--- config.mk ---
export PLATFORM = sky130hd
export DESIGN_NAME = clkdiv_cfg_ctrl
export DESIGN_NICKNAME = d
export VERILOG_FILES = /design/src/rtl/clkdiv_cfg_ctrl.sv
export SDC_FILE = /design/constraint.sdc
export NUM_CORES = 1
export LEC_CHECK = 0
export CORE_MARGIN = 5
export CORE_UTILIZATION = 49
export DETAILED_ROUTE_END_ITERATION = 8
export DONT_BUFFER_PORTS = 1
export GPL_TIMING_DRIVEN = 0
export HOLD_SLACK_MARGIN = 0.08
export PLACE_DENSITY = 0.72
export SLEW_MARGIN = 10
export SYNTH_ARGS = -nofsm -noshare
export SYNTH_HDL_FRONTEND = slang
export SYNTH_SLANG_ARGS = --single-unit
--- constraint.sdc ---
create_clock -name i_clk -period 7.65 [get_ports i_clk]
set_input_delay 1.1475 -clock i_clk [delete_from_list [all_inputs] [get_ports i_clk]]
set_output_delay 1.1475 -clock i_clk [all_outputs]
set_load 0.005 [all_outputs]
--- src/rtl/clkdiv_cfg_ctrl.sv ---
// Divisor-update controller for the clock divider: round-robin arbitration between two
// requesters, glitch-safe apply on a divided-clock falling edge, settle window. Option: CLKDIV_CTRL_LOCK_EN.
module clkdiv_cfg_ctrl #(
    parameter int DIV_W      = 16,
    parameter int RESET_DIV  = 2,
    parameter int SETTLE_CYC = 4
) (
    input  logic             i_clk,
    input  logic             i_rst,
`ifdef CLKDIV_CTRL_LOCK_EN
    input  logic             i_lock,
`endif
    input  logic             i_req0_valid,
    input  logic [DIV_W-1:0] i_req0_div,
    output logic             o_req0_ready,
    input  logic             i_req1_valid,
    input  logic [DIV_W-1:0] i_req1_div,
    output logic             o_req1_ready,
    input  logic             i_slow_clk,
    output logic [DIV_W-1:0] o_divisor,
    output logic             o_busy,
    output logic             o_done,
    output logic             o_grant_id,
    output logic             o_timeout
);

    localparam int TW     = DIV_W + 2;
    localparam int SCNT_W = (SETTLE_CYC > 1) ? $clog2(SETTLE_CYC) : 1;
    localparam logic [SCNT_W-1:0] SETTLE_LOAD = SCNT_W'(SETTLE_CYC - 1);

    typedef enum logic [1:0] {IDLE, WAIT_EDGE, SETTLE} state_t;

    state_t             state_q, state_d;
    logic               slow_q;
    logic               rr_q;
    logic [DIV_W-1:0]   div_pend_q;
    logic [TW-1:0]      tcnt_q;
    logic [SCNT_W-1:0]  scnt_q;

    logic               fall;
    logic               lock_blk;
    logic               can_grant;
    logic               any_req;
    logic               win_id;
    logic               accept;
    logic [DIV_W-1:0]   new_div;
    logic               bypass;
    logic [TW-1:0]      tcnt_inc;
    logic [TW-1:0]      t_bound;
    logic               tmo_hit;
    logic               settle_end;

`ifdef CLKDIV_CTRL_LOCK_EN
    assign lock_blk = i_lock;
`else
    assign lock_blk = 1'b0;
`endif

    // i_slow_clk is produced from i_clk, so a single flop is enough for edge detection
    assign fall = slow_q & ~i_slow_clk;

    // No grant in the o_done cycle; reset also masks the combinational ready
    assign can_grant = (state_q == IDLE) && !o_done && !i_rst && !lock_blk;
    assign any_req   = i_req0_valid | i_req1_valid;
    assign win_id    = (i_req0_valid && i_req1_valid) ? rr_q : i_req1_valid;
    assign accept    = can_grant && any_req;
    assign new_div   = win_id ? i_req1_div : i_req0_div;

    // Below 2 the divider passes i_clk straight through, so no slow edge will ever come
    assign bypass = (o_divisor < DIV_W'(2)) || (new_div == o_divisor);

    // Bound is formed at DIV_W+2 bits so 2*65535+8 cannot wrap
    assign t_bound    = {1'b0, o_divisor, 1'b0} + TW'(8);
    assign tcnt_inc   = tcnt_q + TW'(1);
    assign tmo_hit    = (state_q == WAIT_EDGE) && !fall && (tcnt_inc == t_bound);
    assign settle_end = (state_q == SETTLE) && (scnt_q == '0);

    always_ff @(posedge i_clk or posedge i_rst) begin
        if (i_rst) begin
            state_q <= IDLE;
        end else begin
            state_q <= state_d;
        end
    end

    always_comb begin
        state_d = state_q;
        case (state_q)
            IDLE:      if (accept) state_d = bypass ? SETTLE : WAIT_EDGE;
            WAIT_EDGE: if (fall || tmo_hit) state_d = SETTLE;
            SETTLE:    if (scnt_q == '0) state_d = IDLE;
            default:   state_d = IDLE;
        endcase
    end

    always_comb begin
        o_busy       = (state_q != IDLE);
        o_req0_ready = accept && !win_id;
        o_req1_ready = accept && win_id;
    end

    always_ff @(posedge i_clk or posedge i_rst) begin
        if (i_rst) begin
            slow_q     <= 1'b0;
            rr_q       <= 1'b0;
            o_divisor  <= DIV_W'(RESET_DIV);
            o_done     <= 1'b0;
            o_grant_id <= 1'b0;
            o_timeout  <= 1'b0;
            div_pend_q <= '0;
            tcnt_q     <= '0;
            scnt_q     <= '0;
        end else begin
            slow_q <= i_slow_clk;
            o_done <= settle_end;
            if (accept) begin
                div_pend_q <= new_div;
                o_grant_id <= win_id;
                o_timeout  <= 1'b0;
                rr_q       <= ~win_id;
                tcnt_q     <= '0;
                if (bypass) begin
                    o_divisor <= new_div;
                    scnt_q    <= SETTLE_LOAD;
                end
            end
            if (state_q == WAIT_EDGE) begin
                tcnt_q <= tcnt_inc;
                if (fall || tmo_hit) begin
                    o_divisor <= div_pend_q;
                    scnt_q    <= SETTLE_LOAD;
                end
                if (tmo_hit) o_timeout <= 1'b1;
            end
            if ((state_q == SETTLE) && (scnt_q != '0)) scnt_q <= scnt_q - SCNT_W'(1);
        end
    end

endmodule

; Word-level counts from Yosys, hierarchy flattened
; Cells that the tools add are included.
[op_classes]
order_cmp = 1
n_mux = 21
reduce_logical = 22
addsub = 3
bitwise_logic = 4
eq_ne = 7
[ops]
columns = op, n
row1 = 16-bit 2-to-1 mux, 5
row2 = 18-bit 2-to-1 mux, 2
row3 = 17-bit by 4-bit adder with 18-bit output (second input constant), 1
row4 = 18-bit by 1-bit adder with 18-bit output (second input constant), 1
row5 = 18-bit == test, 1
row6 = 2-bit 2-to-1 mux, 9
row7 = 16-bit == test, 1
row8 = 16-bit by 2-bit less-than comparator with 1-bit output (second input constant), 1
row9 = 1-bit logical AND, 10
row10 = 2-bit one-hot mux with 3 select lines, 1
row11 = 2-bit nonzero test, 3
row12 = 1-bit logical NOT, 4
row13 = 2-bit logical NOT, 2
row14 = 1-bit 2-to-1 mux, 4
row15 = 2-bit by 1-bit inequality test with 1-bit output (second input constant), 2
row16 = 3-bit AND reduction, 1
row17 = 2-bit by 1-bit == test with 1-bit output (second input constant), 1
row18 = 2-bit == test (second input constant), 1
row19 = 1-bit logical OR, 2
row20 = 2-bit inequality test (second input constant), 1
row21 = 1-bit NOT, 2
row22 = 2-bit by 1-bit subtractor with 2-bit output (second input constant), 1
row23 = 1-bit bitwise AND, 1
row24 = 1-bit OR, 1
[word_totals]
reg_bits = 59
inputBits = 37

; Depth between registers and ports, before layout
[depth]
depth_word = 10
mapped_depth = 11

; Worst setup path before layout
; No wires, ideal clock.
[synth_timing]
path_kind = input to register
start = in i_req0_valid
end = reg o_divisor[12]
path_buffers = 3
arrival_ns = 3.267
slack_ns = 4.287
path_stages = 11
required_time_ns = 7.555
setup_ns = 0.095
path_cell_list = nand2b_1 -> buf_2 -> nand2_1 -> mux2i_1 -> xnor2_1 -> nor4_1 -> a31o_2 -> buf_2 -> clkbuf_1 -> a21oi_1 -> o31ai_1
[synth_via]
elab_chain_len = 9
word_cells_on_any_way = 11
cone_classes = eq/ne (1) / mux (6) / bitwise (1) / reduce/logical (3)
[synth_lines]
columns = element, line_no
row1 = start: declaration, 13  ; input logic i_req0_valid,
row2 = 1-bit logical AND, 65  ; assign win_id = (i_req0_valid && i_req1_valid) ? rr_q : i_req1_valid;
row3 = 1-bit 2-to-1 mux, 65
row4 = 16-bit 2-to-1 mux, 67  ; assign new_div = win_id ? i_req1_div : i_req0_div;
row5 = 16-bit == test, 70  ; assign bypass = (o_divisor < DIV_W'(2)) || (new_div == o_divisor);
row6 = 1-bit logical OR, 70
row7 = 16-bit 2-to-1 mux, 122  ; if (bypass) begin
row8 = 16-bit 2-to-1 mux *, 116  ; if (accept) begin
row9 = 16-bit 2-to-1 mux, 129  ; if (fall || tmo_hit) begin
row10 = 16-bit 2-to-1 mux *, 127  ; if (state_q == WAIT_EDGE) begin
row11 = end signal: assignment, 106  ; o_divisor <= DIV_W'(RESET_DIV);
row12 = end signal: assignment, 123  ; o_divisor <= new_div;
row13 = end signal: assignment, 130  ; o_divisor <= div_pend_q;
row14 = end: declaration, 20  ; output logic [DIV_W-1:0] o_divisor,
; Mark *: on every way between the ends. The rest lies on a longest branch, timed or not.
; A chain may end at the register's enable or synchronous reset.

; Worst setup path in the final report
[layout_timing]
start = in i_req0_valid
end = reg o_divisor[4]
; Same word-level chain as after synthesis.

==> metrics.log <==
INFO  metric num-fill-cells = 712
INFO  metric dominantRegCellSynth = sky130_fd_sc_hd__dfrtp_1
INFO  metric drt_iter0_markers = 161
INFO  metric clk_latency = 0.36 ns
INFO  metric min_period_over_period = 49.37%
INFO  metric achievable-frequency = 264.8 MHz
INFO  metric antenna_violations_before_repair = 0
INFO  metric unrepaired_setup_endpoints_after_global_routing = false
INFO  metric clock_power_share = between 20% and 30%
INFO  metric timing.final.crit_period = 3.777 ns
INFO  metric timing.critical_path.required = roughly 8 ns
INFO  metric die_h = 100.2 um
INFO  metric setup-tns-final = 0 ns
INFO  metric yosys-top-cells-area = sky130_fd_sc_hd__dfrtp_1 36%, sky130_fd_sc_hd__xnor2_1 8.8%, sky130_fd_sc_hd__nand3_1 5.1%, sky130_fd_sc_hd__o21ai_0 4.6%, sky130_fd_sc_hd__o31ai_1 4.3%
INFO  metric io_buffers = 0
INFO  metric critPathKind = primary input to flip-flop
INFO  metric finalWirelength = 10.97 mm
INFO  metric grt_pass1_wl = 18.26 mm
INFO  metric cts_tree = done
INFO  metric post_route_cells_drive_above_1_share = 7.851%
INFO  metric gr_util_all_layers = a little under a quarter
INFO  metric final-hold-violation-count = 0
INFO  metric design.portCount = 59
INFO  metric tritoncts.num_buffers = 9
INFO  metric setup-violations-final = 0
INFO  metric worstPathMaxFanout = 10
INFO  metric maxCapViolations = 0
INFO  metric cts_resized = 0
INFO  metric post_synth_most_frequent_cells = 58 x sky130_fd_sc_hd__dfrtp_1, 41 x sky130_fd_sc_hd__nand3_1, 40 x sky130_fd_sc_hd__xnor2_1, 37 x sky130_fd_sc_hd__o21ai_0, 35 x sky130_fd_sc_hd__nor2_1
INFO  metric floorplan.core_area = 7807 um2
INFO  metric worst_setup_hold_path_clk_slew = 0.08 ns
INFO  metric antenna_left = 0
INFO  metric min-delay-path-class = flip-flop to flip-flop
INFO  metric clk_root_buffer_cell = sky130_fd_sc_hd__clkbuf_8
INFO  metric synth.most_common_cell = sky130_fd_sc_hd__dfrtp_1
INFO  metric yosys_warnings = 0
INFO  metric route.vias.total = 3593
INFO  metric ctsHoldBuffers = 0
INFO  metric routedWlPerCell = 18.72 um
INFO  metric post_drt_via_cell_ratio = roughly 6.1
INFO  metric syn2layout_area_growth = 9.322%
INFO  metric cts_setup_buffers = 0
INFO  metric relSlewSlack = 47.96%
INFO  metric clk_path_buf_depth = 2
INFO  metric final.hold.worst_slack = 0.4861 ns
INFO  metric drc_violation_count_after_routing = 0
INFO  metric grt_most_used_layer = met2
INFO  metric power.share.sequential = 34.4%
INFO  metric slew_viol_final = 0
INFO  metric drt_pre_antenna_iters = 5
INFO  metric cp-end-kind = flip-flop
INFO  metric die_w = 100.2 um
INFO  metric worst_clock_skew = a little over 0.009 ns
INFO  metric cell_area_after_synthesis = 3986 um2
INFO  metric syn_nets = 509
INFO  metric grt_util_met3 = under 10%
INFO  metric outcome = completed
INFO  metric ir_worst_vdd = 0.0001874 V
INFO  metric switch_share = between 40% and 50%
INFO  metric row_count = 32
INFO  metric num_antenna_cells = 0
INFO  metric clock_sinks = 59
INFO  metric regToRegStartpoint = tcnt_q[0]$_DFFE_PP0P_
INFO  metric synth_seq_cells = between 50 and 60
INFO  metric postSynthAreaPerCell = 8.536 um2
INFO  metric global_route.usage.met2 = 37.46%
INFO  metric total_leakage_power = 1.720 nW
INFO  metric yosysTopAreaCell = sky130_fd_sc_hd__dfrtp_1
INFO  metric power_report.internal_total = 0.8847 mW
INFO  metric clock_tree.htree_level_count = 3
INFO  metric p_switching = 0.6624 mW
INFO  metric cp-startpoint = i_req0_valid
INFO  metric synth_top_area_share = 36.41%
INFO  metric worst-slew-pin-transition = 0.7722 ns
INFO  metric synth-edff-count = 0
INFO  metric design.die.area = roughly 10000 um2
INFO  metric comb_power_share = 44.2%
INFO  metric critical_path.startpoint_type = primary input
INFO  metric gp_congestion = ~0.9
INFO  metric floorplan.initialDensity = 51.06%
INFO  metric cp_data_arrival_time = 4.03 ns
INFO  metric power.density_cell_area = 355.0 nW/um2
INFO  metric first_global_vias = 3723
INFO  metric grt_max_degree = 37
INFO  metric postLayoutCoreUtil = 55.82%
INFO  metric place_hpwl = slightly above 8 mm
INFO  metric syn_inst = 467
INFO  metric ys_types = 52
INFO  metric async_reset_ff_share = between 90% and 100%
INFO  metric nNetsFinal = 521
INFO  metric grt.overflow.total = 0
INFO  metric holdCritStartpoint = scnt_q[0]$_DFF_PP0_
INFO  metric use_met1 = between 20% and 30%
INFO  metric synth_seq_area_share = 37.07%
==> layout make-up <==
cell class                 count  area (um2)  share of cell area, %
sequential                    59        1478                  33.91
tap                          102       127.6                  2.929
clock inverter                 7       100.1                  2.297
buffer                        31       135.1                  3.101
inverter                      12       45.04                  1.034
timing repair buffer           1       20.02                 0.4594
clock buffer                   9       123.9                  2.842
multi-input combinational    365        2328                  53.43
==> power by group through the flow <==
stage / Combinational (mW) / Clock, mW / Sequential, mW
floorplan: 0.535 / 0 / 0.499
global placement: 0.657 / 0 / 0.533
detailed placement: 0.678 / 0 / 0.537
CTS: 0.682 / 0.338 / 0.531
global route: 0.760 / 0.352 / 0.548
finish: 0.684 / 0.332 / 0.532
==> state kept, by name, summed over array words and instances (netlist names) <==
signal,cells
rr_q,1
o_divisor,16
tcnt_q,18
scnt_q,2
div_pend_q,16
o_timeout,1
o_grant_id,1
state_q,2
o_done,1
slow_q,1
==> cell families after synthesis <==
family	synth area share, %
compound gates	19.81
xor+xnor	10.80
fa+ha+maj	1.569
buf+inv	4.519
flops	37.07
mux	2.009
simple gates	24.23
==> path summary, 6_finish.rpt <==
path,endpoint,slack [ns],cells past startpoint
max,o_divisor[4]$_DFF_PP0_,3.87,10
min,scnt_q[0]$_DFF_PP0_,0.49,1
max reg2reg,o_divisor[13]$_DFF_PP0_,3.90,10
min reg2reg,scnt_q[0]$_DFF_PP0_,0.49,1
max in group asynchronous,o_divisor[1]$_DFF_PP1_,6.33,2
min in group asynchronous,o_done$_DFF_PP0_,0.70,1
==> layout by cell type, fill, tap and decap left out, types with 3 or more instances in the layout <==
cell                       instances
sky130_fd_sc_hd__ha_1              5
sky130_fd_sc_hd__buf_1             3
sky130_fd_sc_hd__and3_1           15
sky130_fd_sc_hd__a21oi_1          30
sky130_fd_sc_hd__and2_1            3
sky130_fd_sc_hd__nand2b_1          3
sky130_fd_sc_hd__xnor2_1          40
sky130_fd_sc_hd__dfrtp_1          58
sky130_fd_sc_hd__and4_1            4
sky130_fd_sc_hd__buf_2             5
sky130_fd_sc_hd__clkbuf_1         18
sky130_fd_sc_hd__nand4_1           7
sky130_fd_sc_hd__or3_1             3
sky130_fd_sc_hd__mux2i_1           8
sky130_fd_sc_hd__nor3_1           11
sky130_fd_sc_hd__o31ai_1          23
sky130_fd_sc_hd__nand3_1          41
sky130_fd_sc_hd__nor4_1           12
sky130_fd_sc_hd__xor2_1            4
sky130_fd_sc_hd__nand2_1          34
sky130_fd_sc_hd__inv_1            11
sky130_fd_sc_hd__o21ai_0          37
sky130_fd_sc_hd__a31oi_1           3
sky130_fd_sc_hd__nor3b_1           3
sky130_fd_sc_hd__clkbuf_2          4
sky130_fd_sc_hd__clkbuf_8          9
sky130_fd_sc_hd__o21a_1           15
sky130_fd_sc_hd__nor2_1           35
==> stage by stage <==
| step | setup slack (ns) | instances | power (mW) | cell area (um2) |
|---|---|---|---|---|
| 3_3_place_gp | 3.509 | 569 | 1.190 | 4114 |
| 3_5_place_dp | 3.506 | 570 | 1.215 | 4134 |
| 2_1_floorplan | 4.287 | 467 | 1.033 | 3986 |
| 5_1_grt | 3.551 | 586 | 1.660 | 4358 |
| 4_1_cts | 3.851 | 586 | 1.551 | 4358 |
| 6_report | 3.873 | 586 | 1.547 | 4358 |
==> per-layer routing <==
layer	wire, um	up-vias	share of wire, %
li1	-	1722	-
met1	4711	1722	43
met2	5320	120	49
met3	558	29	5.1
met4	379	0	3.5
met5	0	-	0
==> critical path: stages <==
cell and delay, ns:
sky130_fd_sc_hd__nand2b_1 0.04, sky130_fd_sc_hd__buf_2 0.17, sky130_fd_sc_hd__nand2_1 0.48, sky130_fd_sc_hd__mux2i_1 0.39, sky130_fd_sc_hd__xnor2_1 0.22, sky130_fd_sc_hd__nor4_1 0.12, sky130_fd_sc_hd__a31oi_1 0.60, sky130_fd_sc_hd__clkbuf_1 0.48
sky130_fd_sc_hd__nor2_1 0.11, sky130_fd_sc_hd__o31ai_1 0.26
No activity file was read; power rests on OpenSTA's default activity.
